**src/rtl/my_serial_adder_ctrl_pkg.sv**
```systemverilog
// Shared constants for the bit-serial adder controller: FSM encoding and default sizing.
package my_serial_adder_ctrl_pkg;

   localparam int unsigned DEFAULT_WIDTH = 8;
   localparam int unsigned DEFAULT_CW    = 6;

   typedef enum logic [1:0] {
      ST_IDLE = 2'd0,
      ST_RUN  = 2'd1,
      ST_DONE = 2'd2
   } state_t;

endpackage

```
**src/rtl/my_serial_adder_ctrl_fa.sv**
```systemverilog
// Single-bit full-adder cell time-shared by the serial adder controller.
module my_FA (
   input  logic ci,
   input  logic x,
   input  logic y,
   output logic s,
   output logic co
);

   assign s  = x ^ y ^ ci;
   assign co = (x & y) | (x & ci) | (y & ci);

endmodule

```
**src/rtl/my_serial_adder_ctrl.sv**
```systemverilog
// Bit-serial WIDTH-bit adder: one full-adder evaluation per clock, LSB first, registered carry.
module my_serial_adder_ctrl
   import my_serial_adder_ctrl_pkg::*;
#(
   parameter int unsigned WIDTH = DEFAULT_WIDTH,
   parameter int unsigned CW    = DEFAULT_CW
) (
   input  logic             clk,
   input  logic             rst_n,
   input  logic             start,
   input  logic [WIDTH-1:0] a,
   input  logic [WIDTH-1:0] b,
   input  logic             cin,
   output logic             busy,
   output logic             done,
   output logic [WIDTH-1:0] sum,
   output logic             cout
);

   state_t           state;
   state_t           state_nxt;
   logic [WIDTH-1:0] a_sh;
   logic [WIDTH-1:0] b_sh;
   // Holds the WIDTH-1 low result bits; the top bit is taken straight from the cell on the last edge.
   logic [WIDTH-2:0] r_sh;
   logic             carry;
   logic [CW-1:0]    cnt;
   logic             fa_r;
   logic             fa_cout;
   logic             last_bit;
   logic             busy_nxt;
   logic             done_nxt;

   assign last_bit = (cnt == CW'(WIDTH - 1));

   my_FA u_fa (
      .ci (carry),
      .x  (a_sh[0]),
      .y  (b_sh[0]),
      .s  (fa_r),
      .co (fa_cout)
   );

   // State register
   always_ff @(posedge clk or negedge rst_n) begin
      if (!rst_n) begin
         state <= ST_IDLE;
      end else begin
         state <= state_nxt;
      end
   end

   // Next-state logic
   always_comb begin
      state_nxt = state;
      case (state)
         ST_IDLE: if (start)    state_nxt = ST_RUN;
         ST_RUN:  if (last_bit) state_nxt = ST_DONE;
         ST_DONE:               state_nxt = ST_IDLE;
         default:               state_nxt = ST_IDLE;
      endcase
   end

   // Status decode from the next state so busy/done are flops that track the state register exactly
   always_comb begin
      busy_nxt = 1'b0;
      done_nxt = 1'b0;
      case (state_nxt)
         ST_RUN:  busy_nxt = 1'b1;
         ST_DONE: done_nxt = 1'b1;
         default: ;
      endcase
   end

   always_ff @(posedge clk or negedge rst_n) begin
      if (!rst_n) begin
         busy <= 1'b0;
         done <= 1'b0;
      end else begin
         busy <= busy_nxt;
         done <= done_nxt;
      end
   end

   // Operand capture, serial shift and result commit
   always_ff @(posedge clk or negedge rst_n) begin
      if (!rst_n) begin
         a_sh  <= '0;
         b_sh  <= '0;
         r_sh  <= '0;
         carry <= 1'b0;
         cnt   <= '0;
         sum   <= '0;
         cout  <= 1'b0;
      end else begin
         case (state)
            ST_IDLE: begin
               if (start) begin
                  a_sh  <= a;
                  b_sh  <= b;
                  r_sh  <= '0;
                  carry <= cin;
                  cnt   <= '0;
               end
            end
            ST_RUN: begin
               a_sh  <= {1'b0, a_sh[WIDTH-1:1]};
               b_sh  <= {1'b0, b_sh[WIDTH-1:1]};
               carry <= fa_cout;
               cnt   <= cnt + CW'(1);
               if (WIDTH > 2) begin
                  r_sh <= {fa_r, r_sh[WIDTH-2:1]};
               end else begin
                  r_sh <= fa_r;
               end
               if (last_bit) begin
                  sum  <= {fa_r, r_sh};
                  cout <= fa_cout;
               end
            end
            default: ;
         endcase
      end
   end

endmodule

```
**config.mk**
```make
export PLATFORM = sky130hd
export DESIGN_NAME = my_serial_adder_ctrl
export DESIGN_NICKNAME = d
export VERILOG_FILES = /design/src/rtl/my_serial_adder_ctrl_pkg.sv /design/src/rtl/my_serial_adder_ctrl_fa.sv /design/src/rtl/my_serial_adder_ctrl.sv
export SDC_FILE = /design/constraint.sdc
export NUM_CORES = 1
export LEC_CHECK = 0
export CAP_MARGIN = 20
export CORE_MARGIN = 2
export CORE_UTILIZATION = 50
export CTS_CLUSTER_SIZE = 30
export DETAILED_ROUTE_END_ITERATION = 6
export GPL_ROUTABILITY_DRIVEN = 0
export PLACE_DENSITY = 0.72
export RECOVER_POWER = 50
export SLEW_MARGIN = 20
export SYNTH_ARGS = -nofsm -noshare
export SYNTH_HDL_FRONTEND = slang
export SYNTH_HIERARCHICAL = 1
export SYNTH_SLANG_ARGS = --single-unit
```
**constraint.sdc**
```tcl
create_clock -name clk -period 1.9 [get_ports clk]
set_input_delay 0.38 -clock clk [delete_from_list [all_inputs] [get_ports clk]]
set_output_delay 0.38 -clock clk [all_outputs]
set_load 0.02 [all_outputs]
```
=== After elaboration in Yosys (flattened, before gate mapping) ===
Cells that the tools add are included.

* Output and inout port bits: 11
* Word-level logic and storage cells: 42
* Flip-flop bits (word level): 43
* Bits of input ports: 20

* Add/subtract/negate cells: 1
* Bitwise operators: 7
* Muxes and demuxes: 15
* Eq/ne operators: 5
* Reductions and logical operators: 4

{| class="wikitable"
|+ Operators by type and width
! cell !! count
|-
| one-hot mux 8 bit (2 select lines) || 2
|-
| 2-to-1 mux 8 bit || 2
|-
| one-hot mux 7 bit (2 select lines) || 1
|-
| one-hot mux 6 bit (2 select lines) || 1
|-
| 2-to-1 mux 7 bit || 1
|-
| adder 6 x 1 -> 6 bit (second input constant) || 1
|-
| equality test 6 x 3 -> 1 bit (second input constant) || 1
|-
| 2-to-1 mux 6 bit || 1
|-
| equality test 2 x 1 -> 1 bit (second input constant) || 2
|-
| 2-to-1 mux 2 bit || 2
|-
| one-hot mux 2 bit (2 select lines) || 1
|-
| AND reduction 2 bit || 2
|-
| AND 1 bit || 3
|-
| 2-to-1 mux 1 bit || 3
|-
| equality test 2 bit (second input constant) || 1
|-
| logical NOT 2 bit || 1
|-
| inequality test 2 bit (second input constant) || 1
|-
| bitwise OR 1 bit || 2
|-
| one-hot mux 1 bit (2 select lines) || 1
|-
| nonzero test 2 bit || 1
|-
| XOR 1 bit || 2
|}

=== Depth between registers and ports, before layout ===
Gate-level depths: netlist of the first run.

* Word-level depth: 5
* Gate-level depth with buffers: 5
* Mapped depth without buffers: 4

=== By module ===
The synthesis of the first run kept the hierarchy.

{| class="wikitable"
|+ Modules (own cells, without submodules)
! module !! sequential area each (um^2) !! times used !! area an instance (um^2) !! cells each
|-
| my_serial_adder_ctrl || 1,076.0 || 1 || 1,951.9 || 168
|-
| my_FA || 0.0 || 1 || 20.0 || 1
|}

=== Least setup slack after synthesis of the first run ===
No wires, ideal clock.

* Kind: reg2reg
* Start point: register cnt[0]
* End point: register cout
* Arrival: 1,219 ps
* Required time: 1,775 ps
* Setup time: 125 ps
* Path buffers: 1
* Stages on the path, launching flop included: 5
* Period minus slack after synthesis: 1,343 ps
* Slack: 557 ps
* Cell sequence: dfrtp_1 > ha_1 > buf_2 > nand4_4 > mux2_2

* Longest elaborated chain between the ends: 2

{| class="wikitable"
|+ Ends and longest elaborated chain
! element !! line !! source
|-
| start: declaration || my_serial_adder_ctrl.sv:27 || <nowiki>logic [CW-1:0] cnt;</nowiki>
|-
| start signal: assignment || my_serial_adder_ctrl.sv:110 || <nowiki>cnt <= cnt + CW'(1);</nowiki>
|-
| equality test 6 x 3 -> 1 bit || my_serial_adder_ctrl.sv:34 || <nowiki>assign last_bit = (cnt == CW'(WIDTH - 1));</nowiki>
|-
| AND reduction 2 bit (no source line) || - ||
|-
| end signal: assignment || my_serial_adder_ctrl.sv:118 || <nowiki>cout <= fa_cout;</nowiki>
|-
| end: declaration || my_serial_adder_ctrl.sv:17 || <nowiki>output logic cout</nowiki>
|}

Every way passes these cells.
A chain may end at the register's enable or synchronous reset.

=== Worst setup path in the final report of the first run ===
* Start point: register sum[1]
* End point: output sum[1]

{| class="wikitable"
|+ RTL lines
! element !! line !! source
|-
| start: declaration || my_serial_adder_ctrl.sv:16 || <nowiki>output logic [WIDTH-1:0] sum,</nowiki>
|-
| start signal: assignment || my_serial_adder_ctrl.sv:117 || <nowiki>sum <= {fa_r, r_sh};</nowiki>
|}

No word-level cell between the ends.

==> flow_summary_export.csv, run 1 <==
group,metric,value,unit
yosys,yosys.area_share.xor_xnor,0.4442,%
clock_network,cts_buffer_depth,2,
clock_network,numClockSinks,43,
clock_network,cts_setup_buffers,0,
clock_network,clock_latency,0.30,ns
timing,finalSetupViolCount,0,
worst_setup_path,crit_buf_inv,1,
timing,setup_tns,0,ns
pwr,ir_drop,0.5879,mV
floorplanning,dieHeight,66.80,µm
worst_setup_path,required,1.52,ns
route,drtPass1Iterations,4,
route,drcViolationCount,0,
timing,hold_ws,0.3440,ns
floorplanning,die_w,66.80,µm
pwr,p_sw_share,37.02,%
min_path,hold_class,"in2async",
yosys,synth.cell_area,1972,µm²
global_routing,grt_max_degree,44,
worst_setup_path,crit_path_max_fanout,2,
timing,rsz0062_at_grt,"no",
pwr,p_int,2.207,mW
timing,hold_violations,0,
yosys,syn_area_per_cell,11.67,µm²
worst_setup_path,path_cells,"clkdlybuf4s50_1",
worst_setup_path,slowest_stage,"clkdlybuf4s50_1",
cells_and_area,antennaDiodeCount,0,
yosys,synth_edf_count,0,
cells_and_area,final_common_cell,"dfrtp_1",
floorplanning,die_area,4462,µm²
yosys,synth_top_flop_cell,"dfrtp_1",
yosys,synthSimpleGateAreaFrac,12.37,%
worst_setup_path,critPathMaxStageDelay,0.61,ns
worst_setup_path,start_kind,"flop",
timing,worstMarginPinSlew,1.041,ns
pwr,powerDensity,1454,nW/µm²
yosys,synth_fa_ha_area_share,1.650,%
placed_design,dp_slack,-0.002107,ns
worst_setup_path,cp.arrival,1.27,ns
timing,fmaxAchievable,0.6070,GHz
clock_network,cts.repair.resized,0,
pwr,power_frac_seq,44.0,%
pwr,pwr-share-clk,17.6,%
yosys,seq_area_frac_synth,54.57,%
yosys,ys.warnings.count,6,
clock_network,cts_max_level,2,
global_routing,grt_first_pass_wirelength,7107,µm
global_routing,gr-usage-all-layers,21.46,%
yosys,yosysTopAreaCell,"dfrtp_1",
clock_network,cts_root_buf,"clkbuf_8",
timing,slew_headroom,30.61,%
timing,skew,0.003863,ns
placed_design,hpwl,2572,µm
yosys,synth_fp_nets,191,
timing,period_share,86.71,%
clock_network,cts_hold_buf,0,
floorplanning,coreArea,3716,µm²
job,drv_cap,0,
global_routing,grt_overflow,0,
cells_and_area,final_cell_mix,"dfrtp_1 (43), clkdlybuf4s50_1 (29), o21ai_0 (21)",
yosys,synthArstFlopShare,100.0,%
clock_network,cts_buffers,5,
route,wl_per_cell,15.94,µm
yosys,synth_top_family_by_area,"compound AO/OA/AOI/OAI gates",
yosys,synth_compound_area_share,20.62,%
yosys,yosysUniqueCellTypes,27,
cells_and_area,postLayoutCellArea,2410,µm²
floorplanning,row_count,22,
yosys,synth_cells,169,
cells_and_area,final_nets,221,
run_status,status,"finished clean",
clock_network,cts_tree,"done",
route,routed_wl,3954,µm
pwr,power_switching,1.297,mW
pwr,leakagePower,1.082,nW
cells_and_area,drive_gt1_share,15.50,%
yosys,synth_top_area_share,54.57,%
global_routing,grt_pass1_vias,1516,
yosys,ys_seq_elements,43,
route,first_iter_violations,162,
worst_setup_path,cp_top_family,"buffers and inverters",
placed_design,numPortBuffers,30,
pwr,comb_power_share,38.4,%
timing,setup_ws,0.2525,ns
yosys,synth_area_leaders,"dfrtp_1 (55%), a22oi_1 (5.7%), o21ai_0 (5.3%), and2b_1 (4.9%), mux2_2 (4.6%)",
placed_design,placed_cell_area,2316,µm²
worst_setup_path,end_kind,"output pin",
route,vias,1429,
clock_network,clkSlewWorstSetupHoldPaths,0.08,ns
cells_and_area,area_delta_synth_final,22.21,%
timing,slew_violations,0,
yosys,synth_mux_area_share,7.107,%
timing,min_period,1.648,ns
worst_setup_path,worstSetupPathType,"reg2out",
floorplanning,start_util,53.06,%
route,antenna_left,0,
floorplanning,num_io_pins,31,
global_routing,antenna_found_initial,0,
route,via_per_inst,5.762,
[cell usage after synthesis, types with 2 or more instances]
| library cell | instances |
|---|---|
| mux2_2 | 8 |
| a22oi_1 | 15 |
| nand2_1 | 3 |
| mux2i_1 | 2 |
| a21oi_1 | 17 |
| nand4_1 | 2 |
| buf_2 | 9 |
| a41oi_1 | 2 |
| a22o_1 | 9 |
| and2b_1 | 13 |
| nor2b_1 | 6 |
| dfrtp_1 | 43 |
| mux2_4 | 2 |
| and4_2 | 2 |
| clkbuf_1 | 4 |
| o21ai_0 | 21 |
[worst paths after layout]
path	startpoint	slack [ns]	endpoint	cells after the start
max in group asynchronous	rst_n	0.93	b_sh[4]	2
min in group clk	cout	0.51	cout	1
worst min register to register	cout	0.51	cout	1
worst max register to register	state[1]	0.28	cnt[5]	4
worst min-delay path	rst_n	0.34	carry	2
worst max-delay path	sum[1]	0.25	sum[1]	1
[power by group through the flow]
stage / clock network [mW] / registers (mW) / logic, mW
floorplan: 0 / 1.58 / 0.867
global placement: 0 / 1.54 / 1.31
detailed placement: 0 / 1.56 / 1.35
CTS: 0.634 / 1.55 / 1.37
global route: 0.675 / 1.60 / 1.51
finish: 0.616 / 1.54 / 1.34
[cell type report]
class,count,area [µm²]
multi-input cells,112,832.0
fillers,310,1306
clock buffers,6,82.58
flip-flops and latches,43,1076
repair buffers,37,342.8
well taps,48,60.06
clock inverters,2,16.27
[flip-flops by register name, indices dropped and copies added (netlist names)]
name   flops
sum        8
a_sh       8
done       1
b_sh       8
busy       1
state      2
r_sh       7
cout       1
carry      1
cnt        6
[cell families after synthesis]
family,Yosys count
flip-flops,43
buffers and inverters,14
multiplexers,12
XOR/XNOR,1
AND/OR/NAND/NOR,32
adder cells (fa/ha/maj),2
AO/OA/AOI/OAI,65
[per-stage QoR]
| stage | utilization (%) | std cells | power [mW] |
|---|---|---|---|
| after floorplan | - | 169 | 2.447 |
| after global placement | 62.32 | 240 | 2.850 |
| after detailed placement | 62.32 | 240 | 2.914 |
| after CTS | 64.98 | 248 | 3.549 |
| after global routing | 64.85 | 248 | 3.792 |
| final | 64.85 | 248 | 3.504 |
[per-layer routing]
layer / track usage, % / up-vias / wire [µm] / share of wire, %
li1: - / 678 / - / -
met1: 26.24 / 710 / 1681 / 43
met2: 36.88 / 35 / 2059 / 52
met3: 4.054 / 6 / 164 / 4.1
met4: 9.184 / 0 / 49 / 1.2
met5: 0 / - / 0 / 0
[worst register-to-register path, stage by stage, from the launching register on]
cell and delay (ns):
dfrtp_1 0.39, and2b_1 0.25, clkbuf_2 0.51, nand4_1 0.20, mux2i_1 0.16
Power figures use the tool's default switching activity.
==> inputs of run 2 (changes only) <==
--- a/config.mk
+++ b/config.mk
@@ -5,13 +5,16 @@
 export SDC_FILE = /design/constraint.sdc
 export NUM_CORES = 1
 export LEC_CHECK = 0
+export ABC_AREA = 1
 export CAP_MARGIN = 20
+export CORE_ASPECT_RATIO = 1.4
 export CORE_MARGIN = 2
 export CORE_UTILIZATION = 50
+export CTS_CLUSTER_DIAMETER = 30
 export CTS_CLUSTER_SIZE = 30
 export DETAILED_ROUTE_END_ITERATION = 6
 export GPL_ROUTABILITY_DRIVEN = 0
-export PLACE_DENSITY = 0.72
+export PLACE_DENSITY = 0.73
 export RECOVER_POWER = 50
 export SLEW_MARGIN = 20
 export SYNTH_ARGS = -nofsm -noshare
==> flow_summary_export.csv, run 2 <==
group,metric,value,unit
route,via_per_inst,4.996,
route,routed_wl,3315,µm
yosys,seq_area_frac_synth,58.38,%
global_routing,gr-usage-all-layers,17.48,%
worst_setup_path,worstSetupPathType,"reg2out",
timing,slew_headroom,31.56,%
clock_network,cts_tree,"done",
route,wl_per_cell,11.97,µm
pwr,ir_drop,0.8717,mV
yosys,synth_most_common_cell,"nand2_1",
pwr,pwr-share-clk,18.6,%
timing,skew,0.006129,ns
yosys,synth_fp_nets,223,
floorplanning,start_util,51.50,%
yosys,synthArstFlopShare,100.0,%
cells_and_area,area_delta_synth_final,21.86,%
floorplanning,die_area,4194,µm²
global_routing,grt_first_pass_wirelength,5582,µm
cells_and_area,antennaDiodeCount,0,
clock_network,clkSlewWorstSetupHoldPaths,0.08,ns
yosys,synth_edf_count,0,
global_routing,antenna_found_initial,0,
yosys,synth_cells,201,
pwr,leakagePower,1.104,nW
clock_network,cts_root_buf,"clkbuf_8",
timing,worstMarginPinSlew,1.027,ns
pwr,p_sw_share,36.46,%
cells_and_area,final_common_cell,"nand2_1",
timing,setup_tns,0,ns
worst_setup_path,cp.arrival,1.26,ns
timing,hold_ws,0.3284,ns
worst_setup_path,slowest_stage,"clkdlybuf4s50_1",
yosys,syn_area_per_cell,9.169,µm²
pwr,powerDensity,1366,nW/µm²
yosys,synth_area_leaders,"dfrtp_1 (58%), nand2_1 (11%), nand3_1 (9.5%), inv_1 (4.3%), o21ai_0 (2.7%)",
worst_setup_path,crit_buf_inv,1,
clock_network,cts_hold_buf,0,
pwr,power_frac_seq,45.7,%
timing,rsz0062_at_grt,"no",
timing,hold_violations,0,
yosys,ys_seq_elements,43,
floorplanning,dieHeight,75.84,µm
cells_and_area,drive_gt1_share,8.936,%
yosys,synth_top_area_share,58.38,%
route,first_iter_violations,37,
clock_network,cts_max_level,2,
route,vias,1384,
run_status,status,"finished clean",
job,drv_cap,0,
yosys,ys.warnings.count,6,
worst_setup_path,end_kind,"output pin",
yosys,yosysUniqueCellTypes,17,
placed_design,numPortBuffers,30,
worst_setup_path,crit_path_max_fanout,2,
clock_network,numClockSinks,43,
floorplanning,die_w,55.31,µm
placed_design,hpwl,2255,µm
pwr,p_int,1.950,mW
floorplanning,coreArea,3578,µm²
clock_network,cts_buffers,5,
min_path,hold_class,"in2async",
yosys,ys_top_cells_by_count,"nand2_1 (56), dfrtp_1 (43), nand3_1 (35), inv_1 (21), o21ai_0 (10)",
timing,finalSetupViolCount,0,
cells_and_area,top_regs,"a_sh: 8 flops, b_sh: 8 flops, sum: 8 flops",
timing,fmaxAchievable,0.6087,GHz
timing,period_share,86.46,%
cells_and_area,final_cell_mix,"nand2_1 (56), dfrtp_1 (43), nand3_1 (35)",
clock_network,cts.repair.resized,0,
cells_and_area,final_nets,256,
yosys,synth_top_flop_cell,"dfrtp_1",
global_routing,grt_pass1_vias,1277,
clock_network,cts_setup_buffers,0,
timing,min_period,1.643,ns
worst_setup_path,required,1.52,ns
global_routing,grt_overflow,0,
yosys,synth.cell_area,1843,µm²
yosys,yosysTopAreaCell,"dfrtp_1",
clock_network,cts_buffer_depth,2,
pwr,power_switching,1.119,mW
global_routing,grt_max_degree,44,
clock_network,clock_latency,0.30,ns
worst_setup_path,cp_top_family,"buffers and inverters",
pwr,comb_power_share,35.6,%
worst_setup_path,start_kind,"flop",
worst_setup_path,path_cells,"clkdlybuf4s50_1",
timing,slew_violations,0,
worst_setup_path,critPathMaxStageDelay,0.60,ns
floorplanning,row_count,26,
route,drcViolationCount,0,
floorplanning,num_io_pins,31,
route,drtPass1Iterations,4,
route,antenna_left,0,
## run 2: changes by cell type after synthesis, moves of 11 or more
cell	before	now
a22oi_1	15	0
o21ai_0	21	10
and2b_1	13	0
inv_1	0	21
nand2_1	3	56
a21oi_1	17	0
nand3_1	1	35
## run 2: layout make-up
cell class,count,area (µm²)
Tap cell,42,52.55
Sequential cell,43,1076
Inverter,23,86.33
Timing Repair Buffer,37,342.8
Clock buffer,6,72.57
Multi-Input combinational cell,124,603.1
Fill cell,310,1333
Clock inverter,2,12.51
## run 2: metrics by stage
step	instance area [µm²]	power [mW]	setup WS, ns	utilization [%]	cells
floorplan	1843	2.181	0.7380	-	201
global placement	2166	2.492	0.3620	60.52	269
detailed placement	2166	2.533	0.3216	60.52	269
CTS	2251	3.113	0.2366	62.90	277
global route	2246	3.307	0.1631	62.76	277
finish	2246	3.068	0.2573	62.76	277
## run 2: worst paths after layout
path / depth (start not counted) / from / slack (ns) / to
worst max-delay path: 1 / cout / 0.26 / cout
worst min-delay path: 2 / rst_n / 0.33 / carry
worst max register to register: 5 / state[0] / 0.37 / r_sh[5]
worst min register to register: 2 / sum[2] / 0.48 / sum[2]
max in group asynchronous: 2 / rst_n / 0.95 / a_sh[2]
min in group clk: 2 / sum[2] / 0.48 / sum[2]
## run 2: power by group through the flow
| stage | combinational (mW) | sequential, mW | clock, mW |
|---|---|---|---|
| 2_1_floorplan | 0.692 | 1.49 | 0 |
| 3_3_place_gp | 1.08 | 1.41 | 0 |
| 3_5_place_dp | 1.11 | 1.42 | 0 |
| 4_1_cts | 1.11 | 1.41 | 0.591 |
| 5_1_grt | 1.22 | 1.45 | 0.631 |
| 6_report | 1.09 | 1.40 | 0.572 |
## run 2: layer usage
metal	share of wire (%)	wire length, µm	vias up	GRT usage (%)
met3	4.5	149	7	4.754
met5	0	0	-	0
met4	1.8	60	0	7.317
met1	45	1500	631	20.84
met2	48	1605	35	30.29
li1	-	-	711	-
## run 2: cells by family (layout without fill, tap and decap cells)
family / after synthesis / in the layout / synth area share [%]
buf+inv: 34 / 68 / 8.894
compound gates: 24 / 24 / 8.215
fa+ha+maj: 2 / 2 / 1.765
simple gates: 98 / 98 / 22.74
flops: 43 / 43 / 58.38
==> inputs of run 3 (changes only) <==
--- a/config.mk
+++ b/config.mk
@@ -9,12 +9,12 @@
 export CAP_MARGIN = 20
 export CORE_ASPECT_RATIO = 1.4
 export CORE_MARGIN = 2
-export CORE_UTILIZATION = 50
+export CORE_UTILIZATION = 40
 export CTS_CLUSTER_DIAMETER = 30
 export CTS_CLUSTER_SIZE = 30
 export DETAILED_ROUTE_END_ITERATION = 6
 export GPL_ROUTABILITY_DRIVEN = 0
-export PLACE_DENSITY = 0.73
+export PLACE_DENSITY = 0.6
 export RECOVER_POWER = 50
 export SLEW_MARGIN = 20
 export SYNTH_ARGS = -nofsm -noshare
==> flow_summary_export.csv, run 3 (same netlist as run 2, synthesis figures left out) <==
group,metric,value,unit
run_status,status,"finished clean",
worst_setup_path,ff2ff_path_depth,6,
clock_network,clkSlewWorstSetupHoldPaths,0.08,ns
route,first_iter_violations,39,
cells_and_area,drive_gt1_share,8.120,%
timing,slew_headroom,28.25,%
clock_network,cts_buffers,5,
timing,fmaxAchievable,0.6150,GHz
worst_setup_path,worstSetupPathType,"reg2out",
route,vias,1406,
clock_network,clock_latency,0.29,ns
route,wl_per_cell,11.67,µm
floorplanning,dieHeight,84.32,µm
cells_and_area,final_nets,255,
placed_design,numPortBuffers,30,
worst_setup_path,slowest_stage,"clkdlybuf4s50_1",
clock_network,cts_hold_buf,0,
cells_and_area,top_regs,"a_sh: 8 flops, b_sh: 8 flops, sum: 8 flops",
timing,slew_violations,0,
pwr,leakagePower,1.103,nW
global_routing,grt_overflow,0,
clock_network,cts_max_level,2,
cells_and_area,area.sequential,1076,µm²
floorplanning,num_io_pins,31,
placed_design,dp_cells,288,
cells_and_area,antennaDiodeCount,0,
floorplanning,start_util,40.96,%
floorplanning,die_area,5174,µm²
cells_and_area,final_common_cell,"nand2_1",
worst_setup_path,r2r_start,"state[0]",
cells_and_area,final_cells,296,
route,antenna_left,0,
clock_network,numClockSinks,43,
worst_setup_path,cp_top_family,"buffers and inverters",
floorplanning,coreArea,4499,µm²
clock_network,cts_tree,"done",
timing,period_share,85.58,%
global_routing,antenna_found_initial,0,
clock_network,cts_root_buf,"clkbuf_8",
worst_setup_path,critPathMaxStageDelay,0.60,ns
pwr,ir_drop,0.5987,mV
cells_and_area,fillers,460,
pwr,power.total,3.049,mW
timing,rsz0062_at_grt,"no",
cells_and_area,utilization,50.25,%
route,drtPass1Iterations,4,
timing,hold_violations,0,
clock_network,cts.repair.resized,0,
global_routing,gr-usage-all-layers,15.49,%
cells_and_area,multi_input_area,600.6,µm²
timing,worstMarginPinSlew,1.076,ns
cells_and_area,final_cell_mix,"nand2_1 (56), dfrtp_1 (43), nand3_1 (35)",
timing,setup_tns,0,ns
cells_and_area,area_delta_synth_final,22.67,%
global_routing,grt_max_degree,29,
route,drcViolationCount,0,
route,routed_wl,3454,µm
worst_setup_path,path_cells,"clkdlybuf4s50_1",
pwr,powerDensity,1348,nW/µm²
clock_network,cts_setup_buffers,0,
clock_network,cts_buffer_depth,2,
timing,min_period,1.626,ns
timing,skew,0.004946,ns
worst_setup_path,start_kind,"flop",
global_routing,grt_first_pass_wirelength,6085,µm
timing,finalSetupViolCount,0,
worst_setup_path,end_kind,"output pin",
worst_setup_path,cp.arrival,1.25,ns
worst_setup_path,crit_path_max_fanout,2,
worst_setup_path,required,1.52,ns
route,via_per_inst,4.750,
global_routing,grt_pass1_vias,1341,
floorplanning,row_count,29,
job,drv_cap,0,
worst_setup_path,crit_buf_inv,1,
floorplanning,die_w,61.37,µm
placed_design,hpwl,2438,µm
worst_setup_path,reg2reg_setup_slack,0.43,ns
worst_setup_path,rr_endpoint,"a_sh[0]",
min_path,hold_class,"in2async",
[run 3: cell count changes in the layout (fill, tap and decap cells not counted), sizes merged]
cell,change
clkbuf,-1
buf,-1
clkinv,+2
clkinvlp,-1
[run 3: report_power, final]
group          internal [mW]  switching (mW)  leakage, nW
clock network          0.252           0.304       0.0477
logic                  0.459           0.634        0.492
registers               1.23           0.167        0.563
total                   1.94            1.11         1.10
[run 3: final cells by class]
class,instances,area share [%]
tap,62,3.431
clock buffer,5,3.044
clock inverter,3,0.6641
sequential,43,47.59
timing repair buffer,36,14.89
inverter,23,3.818
multi-input combinational,124,26.56
[run 3: worst max path at each step]
| stage | end | cells past startpoint | slack [ns] | start |
|---|---|---|---|---|
| floorplan | r_sh[6] | 3 | 0.74 | b_sh[0] |
| global placement | carry | 6 | 0.30 | start |
| detailed placement | r_sh[2] | 4 | 0.29 | start |
| CTS | sum[4] | 1 | 0.27 | sum[4] |
| global route | b_sh[7] | 2 | 0.16 | rst_n |
| finish | sum[4] | 1 | 0.27 | sum[4] |
[run 3: per-stage QoR]
stage / setup slack [ns] / hold slack (ns) / area [µm²]
floorplan: 0.7380 / 0.08441 / 1843
global route: 0.1558 / 0.3559 / 2261
global placement: 0.2973 / 0.3741 / 2196
detailed placement: 0.2885 / 0.3745 / 2196
CTS: 0.2652 / 0.05895 / 2280
finish: 0.2741 / 0.2581 / 2261
[run 3: metal layers]
layer / track usage (%) / vias to the layer above / part of all wire (%)
met5: 0 / - / 0
met2: 25.82 / 28 / 52
met3: 3.390 / 6 / 3.7
met1: 19.38 / 663 / 43
met4: 5.222 / 0 / 1.7
li1: - / 709 / -
